$ cat config.mk
export PLATFORM = sky130hd
export DESIGN_NAME = vram_arbiter_flat
export DESIGN_NICKNAME = d
export VERILOG_FILES = /design/src/rtl/vram_pkg.sv /design/src/rtl/vram_arbiter_if.sv /design/src/rtl/vz_mode_latch.sv /design/src/rtl/vram_arbiter.sv /design/src/flat_wrapper.sv
export SDC_FILE = /design/constraint.sdc
export NUM_CORES = 1
export LEC_CHECK = 0
export ABC_AREA = 1
export BUFFER_PORTS_ARGS = -buffer_cell sky130_fd_sc_hd__buf_2
export CAP_MARGIN = 20
export CORE_ASPECT_RATIO = 1.4
export CORE_UTILIZATION = 30
export DETAILED_ROUTE_END_ITERATION = 8
export SLEW_MARGIN = 40
export SYNTH_ARGS = -nofsm -noshare
export SYNTH_HDL_FRONTEND = slang
export SYNTH_SLANG_ARGS = --single-unit
$ cat constraint.sdc
create_clock -name CLK -period 1.86 [get_ports CLK]
set_clock_uncertainty 0.2 [all_clocks]
set_input_delay 0.372 -clock CLK [delete_from_list [all_inputs] [get_ports CLK]]
set_output_delay 0.372 -clock CLK [all_outputs]
set_load 0.01 [all_outputs]
$ cat src/rtl/vram_pkg.sv
// Shared definitions for the VRAM arbiter slice: address width, slot tags
// carried down the read pipeline, and the CPU access FSM states.
package vram_pkg;

    localparam int ADDR_W = 13;

    // Owner of a memory slot; travels with the slot until its read data lands.
    typedef enum logic [1:0] {
        TAG_NONE = 2'd0,
        TAG_VID  = 2'd1,
        TAG_CPU  = 2'd2
    } slot_tag_e;

    // CPU access state: waiting for a slot, or issued and awaiting data.
    typedef enum logic [1:0] {
        S_IDLE   = 2'd0,
        S_PEND   = 2'd1,
        S_FLIGHT = 2'd2
    } cpu_state_e;

endpackage

$ cat src/rtl/vram_arbiter_if.sv
// Bundle of every arbiter-facing signal except clock and reset.
// slave  : the arbiter side (takes CPU/video/latch requests, drives the SRAM).
// master : the system side (CPU, renderer, SRAM device, mode consumers).
//
// Handshake: CPU_REQ is a one-cycle strobe qualified only while CPU_WAIT_N=1;
// CPU_ACK is a one-cycle completion pulse with CPU_RDATA valid in that cycle
// and held afterwards. VID_RD is level-sensitive: each cycle it is high at a
// rising edge launches one fetch whose data appears on VID_DD two edges later.
interface vram_arbiter_if;
    import vram_pkg::*;

    logic              CPU_REQ;
    logic              CPU_WR;
    logic [ADDR_W-1:0] CPU_ADDR;
    logic [7:0]        CPU_WDATA;
    logic [7:0]        CPU_RDATA;
    logic              CPU_ACK;
    logic              CPU_WAIT_N;

    logic              LATCH_WR;
    logic [7:0]        LATCH_DATA;

    logic              VID_RD;
    logic [ADDR_W-1:0] VID_ADDR;
    logic [7:0]        VID_DD;

    logic [ADDR_W-1:0] MEM_ADDR;
    logic              MEM_WE;
    logic [7:0]        MEM_WDATA;
    logic [7:0]        MEM_RDATA;

    logic              MODE_AG;
    logic              MODE_CSS;
    logic [2:0]        MODE_GM;

    logic              STALL_ERR;
    cpu_state_e        DBG_CPU_STATE;

    modport slave (
        input  CPU_REQ, CPU_WR, CPU_ADDR, CPU_WDATA,
        output CPU_RDATA, CPU_ACK, CPU_WAIT_N,
        input  LATCH_WR, LATCH_DATA,
        input  VID_RD, VID_ADDR,
        output VID_DD,
        output MEM_ADDR, MEM_WE, MEM_WDATA,
        input  MEM_RDATA,
        output MODE_AG, MODE_CSS, MODE_GM,
        output STALL_ERR, DBG_CPU_STATE
    );

    modport master (
        output CPU_REQ, CPU_WR, CPU_ADDR, CPU_WDATA,
        input  CPU_RDATA, CPU_ACK, CPU_WAIT_N,
        output LATCH_WR, LATCH_DATA,
        output VID_RD, VID_ADDR,
        input  VID_DD,
        input  MEM_ADDR, MEM_WE, MEM_WDATA,
        output MEM_RDATA,
        input  MODE_AG, MODE_CSS, MODE_GM,
        input  STALL_ERR, DBG_CPU_STATE
    );

endinterface

$ cat src/rtl/vz_mode_latch.sv
// VZ200 I/O mode latch (port 6800h). Only bits 3 and 4 are meaningful;
// GM is strapped to a constant for this machine.
module vz_mode_latch #(
    parameter logic [2:0] GM_DEFAULT = 3'b010
) (
    input  logic       clk,
    input  logic       rst_n,
    input  logic       latch_wr,
    input  logic [7:0] latch_data,
    output logic       mode_ag,
    output logic       mode_css,
    output logic [2:0] mode_gm
);

    // Remaining data bits belong to other functions of the I/O port.
    logic unused_bits;
    assign unused_bits = ^{latch_data[7:5], latch_data[2:0]};

    // Capture AG/CSS on each latch write; independent of arbitration.
    always_ff @(posedge clk or negedge rst_n) begin
        if (!rst_n) begin
            mode_ag  <= 1'b0;
            mode_css <= 1'b0;
        end else if (latch_wr) begin
            mode_ag  <= latch_data[3];
            mode_css <= latch_data[4];
        end
    end

    assign mode_gm = GM_DEFAULT;

endmodule

$ cat src/rtl/vram_arbiter.sv
// Single-port VRAM arbiter: video fetches always win the slot, the CPU waits
// (CPU_WAIT_N low) until a free slot appears. A two-stage tag pipeline follows
// each slot so returning SRAM data is routed to whoever issued it, regardless
// of what VID_RD is doing by the time the data arrives.
module vram_arbiter
    import vram_pkg::*;
#(
    parameter int         STALL_MAX  = 16,
    parameter logic [2:0] GM_DEFAULT = 3'b010
) (
    input logic           CLK,
    input logic           RESET_N,
    vram_arbiter_if.slave bus
);

    localparam int               CNT_W   = $clog2(STALL_MAX + 2);
    localparam logic [CNT_W-1:0] CNT_SAT = CNT_W'(STALL_MAX + 1);
    localparam logic [CNT_W-1:0] CNT_LIM = CNT_W'(STALL_MAX);

    cpu_state_e        state_q;
    cpu_state_e        state_d;
    slot_tag_e         slot_d;
    slot_tag_e         tag0_q;
    slot_tag_e         tag1_q;
    logic              accept_req;

    logic              req_wr_q;
    logic [ADDR_W-1:0] req_addr_q;
    logic [7:0]        req_wdata_q;

    logic              cpu_wr_sel;
    logic [ADDR_W-1:0] cpu_addr_sel;
    logic [7:0]        cpu_wdata_sel;

    logic [ADDR_W-1:0] mem_addr_q;
    logic              mem_we_q;
    logic [7:0]        mem_wdata_q;

    logic [7:0]        vid_dd_q;
    logic [7:0]        cpu_rdata_q;
    logic              cpu_ack_q;

    logic [CNT_W-1:0]  stall_cnt_q;
    logic [CNT_W-1:0]  stall_cnt_d;
    logic              stall_err_q;

    // CPU FSM register.
    always_ff @(posedge CLK or negedge RESET_N) begin
        if (!RESET_N) begin
            state_q <= S_IDLE;
        end else begin
            state_q <= state_d;
        end
    end

    // Next state, slot owner and CPU access source for this edge.
    always_comb begin
        state_d       = state_q;
        slot_d        = TAG_NONE;
        accept_req    = 1'b0;
        cpu_wr_sel    = req_wr_q;
        cpu_addr_sel  = req_addr_q;
        cpu_wdata_sel = req_wdata_q;
        stall_cnt_d   = '0;

        case (state_q)
            S_IDLE: begin
                if (bus.CPU_REQ) begin
                    accept_req = 1'b1;
                    state_d    = bus.VID_RD ? S_PEND : S_FLIGHT;
                end
            end
            S_PEND: begin
                if (!bus.VID_RD) begin
                    state_d = S_FLIGHT;
                end
            end
            S_FLIGHT: begin
                // The CPU slot reaches the end of the tag pipe two edges
                // after issue; that edge delivers the ACK.
                if (tag1_q == TAG_CPU) begin
                    state_d = S_IDLE;
                end
            end
            default: begin
                state_d = S_IDLE;
            end
        endcase

        // A request issued straight from IDLE uses the live bus values;
        // a pending one uses what was latched when it was accepted.
        if (state_q == S_IDLE) begin
            cpu_wr_sel    = bus.CPU_WR;
            cpu_addr_sel  = bus.CPU_ADDR;
            cpu_wdata_sel = bus.CPU_WDATA;
        end

        if (bus.VID_RD) begin
            slot_d = TAG_VID;
        end else if (accept_req || (state_q == S_PEND)) begin
            slot_d = TAG_CPU;
        end

        if (state_q == S_PEND) begin
            stall_cnt_d = (stall_cnt_q == CNT_SAT) ? stall_cnt_q
                                                   : stall_cnt_q + CNT_W'(1);
        end
    end

    // Hold the accepted CPU access until it is issued and completed.
    always_ff @(posedge CLK or negedge RESET_N) begin
        if (!RESET_N) begin
            req_wr_q    <= 1'b0;
            req_addr_q  <= '0;
            req_wdata_q <= '0;
        end else if (accept_req) begin
            req_wr_q    <= bus.CPU_WR;
            req_addr_q  <= bus.CPU_ADDR;
            req_wdata_q <= bus.CPU_WDATA;
        end
    end

    // Drive the SRAM port for the slot decided at this edge.
    always_ff @(posedge CLK or negedge RESET_N) begin
        if (!RESET_N) begin
            mem_addr_q  <= '0;
            mem_we_q    <= 1'b0;
            mem_wdata_q <= '0;
        end else begin
            case (slot_d)
                TAG_VID: begin
                    mem_addr_q <= bus.VID_ADDR;
                    mem_we_q   <= 1'b0;
                end
                TAG_CPU: begin
                    mem_addr_q  <= cpu_addr_sel;
                    mem_we_q    <= cpu_wr_sel;
                    mem_wdata_q <= cpu_wdata_sel;
                end
                default: begin
                    mem_we_q <= 1'b0;
                end
            endcase
        end
    end

    // Slot tag pipeline matching the SRAM's one-cycle read latency.
    always_ff @(posedge CLK or negedge RESET_N) begin
        if (!RESET_N) begin
            tag0_q <= TAG_NONE;
            tag1_q <= TAG_NONE;
        end else begin
            tag0_q <= slot_d;
            tag1_q <= tag0_q;
        end
    end

    // Route returning read data by tag and generate the CPU completion pulse.
    always_ff @(posedge CLK or negedge RESET_N) begin
        if (!RESET_N) begin
            vid_dd_q    <= '0;
            cpu_rdata_q <= '0;
            cpu_ack_q   <= 1'b0;
        end else begin
            cpu_ack_q <= (tag1_q == TAG_CPU);
            if (tag1_q == TAG_VID) begin
                vid_dd_q <= bus.MEM_RDATA;
            end
            if ((tag1_q == TAG_CPU) && !req_wr_q) begin
                cpu_rdata_q <= bus.MEM_RDATA;
            end
        end
    end

    // Starvation watch: count PEND cycles, flag once the limit is exceeded.
    always_ff @(posedge CLK or negedge RESET_N) begin
        if (!RESET_N) begin
            stall_cnt_q <= '0;
            stall_err_q <= 1'b0;
        end else begin
            stall_cnt_q <= stall_cnt_d;
            if (stall_cnt_d > CNT_LIM) begin
                stall_err_q <= 1'b1;
            end
        end
    end

    vz_mode_latch #(
        .GM_DEFAULT (GM_DEFAULT)
    ) u_mode_latch (
        .clk        (CLK),
        .rst_n      (RESET_N),
        .latch_wr   (bus.LATCH_WR),
        .latch_data (bus.LATCH_DATA),
        .mode_ag    (bus.MODE_AG),
        .mode_css   (bus.MODE_CSS),
        .mode_gm    (bus.MODE_GM)
    );

    assign bus.MEM_ADDR      = mem_addr_q;
    assign bus.MEM_WE        = mem_we_q;
    assign bus.MEM_WDATA     = mem_wdata_q;
    assign bus.VID_DD        = vid_dd_q;
    assign bus.CPU_RDATA     = cpu_rdata_q;
    assign bus.CPU_ACK       = cpu_ack_q;
    assign bus.CPU_WAIT_N    = (state_q == S_IDLE);
    assign bus.STALL_ERR     = stall_err_q;
    assign bus.DBG_CPU_STATE = state_q;

endmodule
$ cat src/flat_wrapper.sv
// flat-port wrapper written by rule: the top's interface ports become plain ports
module vram_arbiter_flat import vram_pkg::*;
#(
    parameter int         STALL_MAX  = 16,
    parameter logic [2:0] GM_DEFAULT = 3'b010
)
  (CLK, RESET_N, bus_CPU_REQ, bus_CPU_WR, bus_CPU_ADDR, bus_CPU_WDATA, bus_CPU_RDATA, bus_CPU_ACK, bus_CPU_WAIT_N, bus_LATCH_WR, bus_LATCH_DATA, bus_VID_RD, bus_VID_ADDR, bus_VID_DD, bus_MEM_ADDR, bus_MEM_WE, bus_MEM_WDATA, bus_MEM_RDATA, bus_MODE_AG, bus_MODE_CSS, bus_MODE_GM, bus_STALL_ERR, bus_DBG_CPU_STATE);
  vram_arbiter_if bus_i ();
  input logic CLK;
  input logic RESET_N;
  input wire logic [$bits(bus_i.CPU_REQ)-1:0] bus_CPU_REQ;
  input wire logic [$bits(bus_i.CPU_WR)-1:0] bus_CPU_WR;
  input wire logic [$bits(bus_i.CPU_ADDR)-1:0] bus_CPU_ADDR;
  input wire logic [$bits(bus_i.CPU_WDATA)-1:0] bus_CPU_WDATA;
  output wire logic [$bits(bus_i.CPU_RDATA)-1:0] bus_CPU_RDATA;
  output wire logic [$bits(bus_i.CPU_ACK)-1:0] bus_CPU_ACK;
  output wire logic [$bits(bus_i.CPU_WAIT_N)-1:0] bus_CPU_WAIT_N;
  input wire logic [$bits(bus_i.LATCH_WR)-1:0] bus_LATCH_WR;
  input wire logic [$bits(bus_i.LATCH_DATA)-1:0] bus_LATCH_DATA;
  input wire logic [$bits(bus_i.VID_RD)-1:0] bus_VID_RD;
  input wire logic [$bits(bus_i.VID_ADDR)-1:0] bus_VID_ADDR;
  output wire logic [$bits(bus_i.VID_DD)-1:0] bus_VID_DD;
  output wire logic [$bits(bus_i.MEM_ADDR)-1:0] bus_MEM_ADDR;
  output wire logic [$bits(bus_i.MEM_WE)-1:0] bus_MEM_WE;
  output wire logic [$bits(bus_i.MEM_WDATA)-1:0] bus_MEM_WDATA;
  input wire logic [$bits(bus_i.MEM_RDATA)-1:0] bus_MEM_RDATA;
  output wire logic [$bits(bus_i.MODE_AG)-1:0] bus_MODE_AG;
  output wire logic [$bits(bus_i.MODE_CSS)-1:0] bus_MODE_CSS;
  output wire logic [$bits(bus_i.MODE_GM)-1:0] bus_MODE_GM;
  output wire logic [$bits(bus_i.STALL_ERR)-1:0] bus_STALL_ERR;
  output wire logic [$bits(bus_i.DBG_CPU_STATE)-1:0] bus_DBG_CPU_STATE;
  assign bus_i.CPU_REQ = bus_CPU_REQ;
  assign bus_i.CPU_WR = bus_CPU_WR;
  assign bus_i.CPU_ADDR = bus_CPU_ADDR;
  assign bus_i.CPU_WDATA = bus_CPU_WDATA;
  assign bus_CPU_RDATA = bus_i.CPU_RDATA;
  assign bus_CPU_ACK = bus_i.CPU_ACK;
  assign bus_CPU_WAIT_N = bus_i.CPU_WAIT_N;
  assign bus_i.LATCH_WR = bus_LATCH_WR;
  assign bus_i.LATCH_DATA = bus_LATCH_DATA;
  assign bus_i.VID_RD = bus_VID_RD;
  assign bus_i.VID_ADDR = bus_VID_ADDR;
  assign bus_VID_DD = bus_i.VID_DD;
  assign bus_MEM_ADDR = bus_i.MEM_ADDR;
  assign bus_MEM_WE = bus_i.MEM_WE;
  assign bus_MEM_WDATA = bus_i.MEM_WDATA;
  assign bus_i.MEM_RDATA = bus_MEM_RDATA;
  assign bus_MODE_AG = bus_i.MODE_AG;
  assign bus_MODE_CSS = bus_i.MODE_CSS;
  assign bus_MODE_GM = bus_i.MODE_GM;
  assign bus_STALL_ERR = bus_i.STALL_ERR;
  assign bus_DBG_CPU_STATE = bus_i.DBG_CPU_STATE;
  vram_arbiter #(.STALL_MAX(STALL_MAX), .GM_DEFAULT(GM_DEFAULT)) u_core (.CLK(CLK), .RESET_N(RESET_N), .bus(bus_i));
endmodule
==> metrics.yaml, run 1 <==
synthesis:
  synth.avg_cell_area_sq_um: 9.09
  ys_seq_elements: 75
  netlist_area_sq_mm: 0.00322
  ys_warn_count: 0
  netlist_instances: 354
  seq_area_frac_synth: 0.583
  ys_types: 28
setup_path:
  crit_path_max_fanout: 10
  crit_path_end_kind: "output port"
  required_ns: 1.29
  crit_type: "reg -> out"
  start_kind: "register"
  worstPathArrival_ns: 1.23
cells_and_area:
  finalNonFillerCells: 596
  final_cell_mix: "buf_2 (93), nand2_1 (81), dfrtp_1 (73), inv_1 (51), o21ai_0 (33)"
  fill_cells: 1062
  layout-drive-gt1-share: 0.293
  fin_area_sq_mm: 0.00413
  area_growth_pct: 28.3
  final_common_cell: "buf_2"
  antenna_cells: 0
  nets: 512
sta:
  rsz0062_at_grt: "false"
  fin_hold_ws_ns: 0.0664
  max_freq_mhz: 554
  tns_ns: 0
  finalHoldViolCount: 0
  period_needed_ns: 1.81
  drv_slew: 0
  setup_viol: 0
  post-route-period-util: 0.971
drt:
  drt_wl_total_mm: 7.45
  dr.pass1.iters: 4
  drcViolationCount: 0
  wl_per_cell_um: 12.5
  drt_iter0_drc: 129
  ant_nets: 0
  vias: 2685
  viasPerCell: 4.51
floorplanning:
  die_y_um: 125
  io_pins: 104
  initial_core_util: 0.309
  rows: 44
  die_area_sq_mm: 0.0112
  core_sq_mm: 0.0104
  die_w_um: 89.6
global_route:
  overflow: 0
  antenna_found_initial: 0
  grt_use_total: 0.145
  grt_max_degree: 31
  grt_pass1_wl_mm: 12.3
  first_global_vias: 2565
clock_network:
  numCtsBuffers: 9
  cts_max_level: 3
  ctsLongestPathBuffers: 2
  cts_tree: "built"
  post_cts_buffers: 0
  cts.sinks: 75
  clk_latency_ns: 0.32
  clk_pin_slew_worst_paths_ns: 0.06
  cts-root-buf: "clkbuf_16"
min_path:
  hp-class: "in -> reg"
power:
  p_leak_nw: 2.19
  total_power_mw: 6.08
  ir_drop_v: 0.000528
  power_density_mw_per_mm2: 1470
place:
  dp_cells: 580
  gp_congestion: 0.763
  hpwlAfterDp_mm: 5.46
  placed_area_sq_mm: 0.00385
  io_buffers: 94
run:
  cap_viol_max_count: 0
outcome:
  status: "completed"
## timing repair
item                       4_1_cts  5_1_grt
setup endpoints to repair        1        1
gates resized for setup          2        1
hold endpoints to repair        28        0
hold buffers                     1        0
## path summary, 6_finish.rpt
path                                                              start                                 end  slack [ns]  cells past startpoint
worst max-delay path            u_core.bus.DBG_CPU_STATE[1]$_DFFE_PN0P_                      bus_CPU_WAIT_N        0.05                      3
worst min-delay path                                    bus_VID_ADDR[2]  u_core.bus.MEM_ADDR[2]$_DFFE_PN0P_        0.07                      3
worst max register to register          u_core.stall_cnt_q[0]$_DFF_PN0_    u_core.bus.STALL_ERR$_DFFE_PN0N_        0.28                      9
worst min register to register               u_core.tag0_q[1]$_DFF_PN0_          u_core.tag1_q[1]$_DFF_PN0_        0.14                      0
max in group asynchronous                                       RESET_N  u_core.bus.MEM_ADDR[7]$_DFFE_PN0P_        0.66                      3
min in group asynchronous                                       RESET_N     u_core.stall_cnt_q[3]$_DFF_PN0_        0.32                      2
## kinds of logic (layout without fill, tap and decap cells)
logic type                 after synthesis  in the layout  synth area share
muxes                                    2              2           0.00700
AOI/OAI and AO/OA                       78             78             0.140
other                                    2              3           0.00233
buffers and inverters                   73            176             0.103
adders and majority gates                2              2           0.00777
and+or+nand+nor                        122            122             0.157
DFF                                     75             75             0.583
## through the flow
| stage | setup WS [ns] | utilization |
|---|---|---|
| 4_1_cts | 0.0315 | 0.397 |
| 3_3_place_gp | 0.283 | 0.370 |
| 5_1_grt | 0.00345 | 0.397 |
| 6_report | 0.0537 | 0.397 |
| 2_1_floorplan | 0.383 | - |
| 3_5_place_dp | 0.252 | 0.370 |
## metal layers
metal / global-route usage / routed length, um / vias to the layer above
met4: 0.0626 / 127 / 0
met2: 0.230 / 3540 / 86
met5: 0 / 0 / -
li1: - / - / 1331
met3: 0.0338 / 336 / 10
met1: 0.186 / 3450 / 1258
## cell usage after synthesis, drive strengths merged
cell type  number  area, sq um
clkbuf          4         15.0
nand2          83          322
dfrtp          75         1880
inv            56          213
conb            2         7.51
o21ai          43          230
buf            13          104
a21oi           1         5.00
mux2            2         22.5
a31oi           8         50.1
ha              2         25.0
o22ai          24          150
nor2           24          108
o21bai          1         7.51
o31ai           1         7.51
nand3          14         70.1
nand4           1         6.26
## report_power, final
part	leakage, nW	internal, mW	switching [mW]
combinational	1.14	0.813	1.22
sequential	0.917	2.22	0.306
clock	0.132	0.924	0.591
total	2.19	3.96	2.12
## critical path, stage by stage, from the launching register on
cell,delay [ns]
dfrtp_2,0.46
nor2_4,0.15
buf_6,0.16
buf_2,0.14
## state kept, by name, summed over array words and instances, names as in the netlist, 5 cells and up
register	count
u_core.req_wdata_q	8
u_core.req_addr_q	13
u_core.bus.MEM_WDATA	8
u_core.bus.MEM_ADDR	13
u_core.bus.VID_DD	8
u_core.stall_cnt_q	5
u_core.bus.CPU_RDATA	8
## final cells by class
class	count	area [sq um]	area share
Sequential cell	75	1880	0.455
Multi-Input combinational cell	207	1020	0.246
Timing Repair Buffer	105	587	0.142
Clock buffer	12	246	0.0597
Inverter	56	213	0.0515
Tap cell	138	173	0.0418
Clock inverter	3	15.0	0.00364
Note: power is estimated with default switching activity, not from simulation.
==> run 2, diff against run 1 <==
CELL_PAD_IN_SITES_DETAIL_PLACEMENT = 0   (was default)
CELL_PAD_IN_SITES_GLOBAL_PLACEMENT = 1   (was default)
PLACE_DENSITY_LB_ADDON = 0.1   (was default)
SETUP_SLACK_MARGIN = 0.02   (was default)
==> run 2 against run 1 <==
Effect of this change:
- clock power increased by 12%
- cell count increased by 0.34%
- via count decreased by 1.4%
- combinational power about the same
- cell area increased by 0.58%
- maximum frequency increased by 0.40%
- first-iteration DRC count decreased by 22%
- critical endpoint unchanged
==> metrics.yaml, run 2 (synthesized netlist as in run 1, its figures left out) <==
setup_path:
  worstPathArrival_ns: 1.23  # about the same
  crit_path_end_kind: "output port"
  crit_path_max_fanout: 5  # -5
  required_ns: 1.29  # about the same
  crit_type: "reg -> out"
  start_kind: "register"
power:
  power_switching_share: 0.346  # -0.00295
  power_density_mw_per_mm2: 1510  # +2.6%
  p_leak_nw: 2.20  # +0.83%
  p_switching_mw: 2.17  # +2.3%
  clkPwrFrac: 0.273  # +0.024
  power_frac_comb: 0.326  # -0.009
  ir_drop_v: 0.000606  # +15%
  seq_power_share: 0.401  # -0.015
  p_int_mw: 4.10  # +3.6%
clock_network:
  clk_latency_ns: 0.33  # about the same
  cts.sinks: 75  # unchanged
  ctsLongestPathBuffers: 2  # unchanged
  clk_pin_slew_worst_paths_ns: 0.06  # about the same
  cts-root-buf: "clkbuf_16"
  cts_tree: "built"
  cts_max_level: 3  # unchanged
  numCtsBuffers: 9  # unchanged
drt:
  drt_iter0_drc: 101  # -22%
  vias: 2648  # -1.4%
  drt_wl_total_mm: 7.87  # +5.6%
  dr.pass1.iters: 4  # unchanged
  wl_per_cell_um: 13.2  # +5.2%
  drcViolationCount: 0  # unchanged
  viasPerCell: 4.43  # -1.7%
  ant_nets: 0  # unchanged
sta:
  period_needed_ns: 1.80  # -0.00716 ns
  max_freq_mhz: 556  # +0.40%
  finalHoldViolCount: 0  # unchanged
  post-route-period-util: 0.967  # -0.00385
  fin_hold_ws_ns: 0.0596  # -0.00680 ns
  rsz0062_at_grt: "true"
  setup_viol: 0  # unchanged
  tns_ns: 0  # unchanged
  drv_slew: 0  # unchanged
cells_and_area:
  antenna_cells: 0  # unchanged
  nets: 513  # +0.20%
  final_cell_mix: "buf_2 (93), nand2_1 (81), dfrtp_1 (73), inv_1 (51), o21ai_0 (33)"
  layout-drive-gt1-share: 0.300  # +0.00742
  fill_cells: 1111  # +4.6%
  final_common_cell: "buf_2"
  area_growth_pct: 29.0
outcome:
  status: "completed"
floorplanning:
  rows: 44  # unchanged
  die_area_sq_mm: 0.0112  # unchanged
  die_y_um: 125  # unchanged
  die_w_um: 89.6  # unchanged
  core_sq_mm: 0.0104  # unchanged
  io_pins: 104  # unchanged
  initial_core_util: 0.309  # unchanged
run:
  cap_viol_max_count: 0  # unchanged
global_route:
  grt_max_degree: 52  # +68%
  grt_pass1_wl_mm: 13.0  # +5.2%
  grt_use_total: 0.154  # +0.00882
  first_global_vias: 2597  # +1.2%
  antenna_found_initial: 0  # unchanged
  overflow: 0  # unchanged
place:
  io_buffers: 94  # unchanged
  gp_congestion: 0.767  # +0.55%
  hpwlAfterDp_mm: 5.58  # +2.2%
min_path:
  hp-class: "in -> reg"
## run 2: cell types whose count changed in the layout (fill, tap and decap cells not counted), sizes merged
cell    previous run  this run
clkbuf            12        10
clkinv             3         5
buf              104       105
bufinv             0         1
## run 2: stage by stage
stage	setup WS (ns)	instance area, sq um	instances	power, mW	utilization
after global routing	0.0134	4150	598	6.77	0.399
after global placement	0.259	3840	580	4.56	0.369
after floorplan	0.383	3220	355	3.83	-
final	0.0609	4150	598	6.27	0.399
after CTS	0.0201	4150	598	6.38	0.399
after detailed placement	0.236	3840	580	4.60	0.369
## run 2: what timing repair did
| item | 4_1_cts | 5_1_grt |
|---|---|---|
| hold buffers | 1 | 0 |
| resized for setup | 0 | 2 |
| buffers inserted | 1 | 0 |
| pin swaps | 1 | 0 |
| hold endpoints to repair | 75 | 0 |
| endpoints found under the setup margin | 1 | 3 |
## run 2: layout make-up
class                           instances  area, sq um  area share
Clock buffer                           10          239      0.0575
Clock inverter                          6         55.1      0.0133
Inverter                               56          213      0.0512
Multi-Input combinational cell        207         1020       0.245
Sequential cell                        75         1880       0.452
Tap cell                              138          173      0.0416
Timing Repair Buffer                  106          578       0.139
## run 2: power groups by stage
| stage | logic (mW) | registers (mW) | clock network [mW] |
|---|---|---|---|
| global route | 2.35 | 2.59 | 1.84 |
| floorplan | 1.16 | 2.67 | 0 |
| detailed placement | 2.05 | 2.54 | 0 |
| finish | 2.05 | 2.51 | 1.71 |
| global placement | 2.04 | 2.53 | 0 |
| CTS | 2.09 | 2.52 | 1.77 |
## run 2: worst max-delay path, stage by stage, from the launching register on
cell and delay, ns:
dfrtp_2 0.46, nor2_4 0.17, buf_4 0.15, buf_2 0.12
## run 2: layer usage
layer / vias to the layer above / share of wire / global-route usage
met1: 1244 / 0.45 / 0.197
met2: 60 / 0.50 / 0.245
li1: 1334 / - / -
met4: 0 / 0.016 / 0.0700
met3: 10 / 0.040 / 0.0311
met5: - / 0 / 0
## run 2: path summary, 6_finish.rpt
check	from	end	slack (ns)	cells after the start
max	u_core.bus.DBG_CPU_STATE[1]$_DFFE_PN0P_	bus_CPU_WAIT_N	0.06	3
min	bus_VID_ADDR[2]	u_core.bus.MEM_ADDR[2]$_DFFE_PN0P_	0.06	3
max reg2reg	u_core.bus.DBG_CPU_STATE[1]$_DFFE_PN0P_	u_core.bus.MEM_ADDR[8]$_DFFE_PN0P_	0.19	7
min reg2reg	u_core.tag0_q[0]$_DFF_PN0_	u_core.tag1_q[0]$_DFF_PN0_	0.15	0
max in group asynchronous	RESET_N	u_core.stall_cnt_q[0]$_DFF_PN0_	0.78	3
min in group asynchronous	RESET_N	u_core.bus.VID_DD[1]$_DFFE_PN0N_	0.18	2
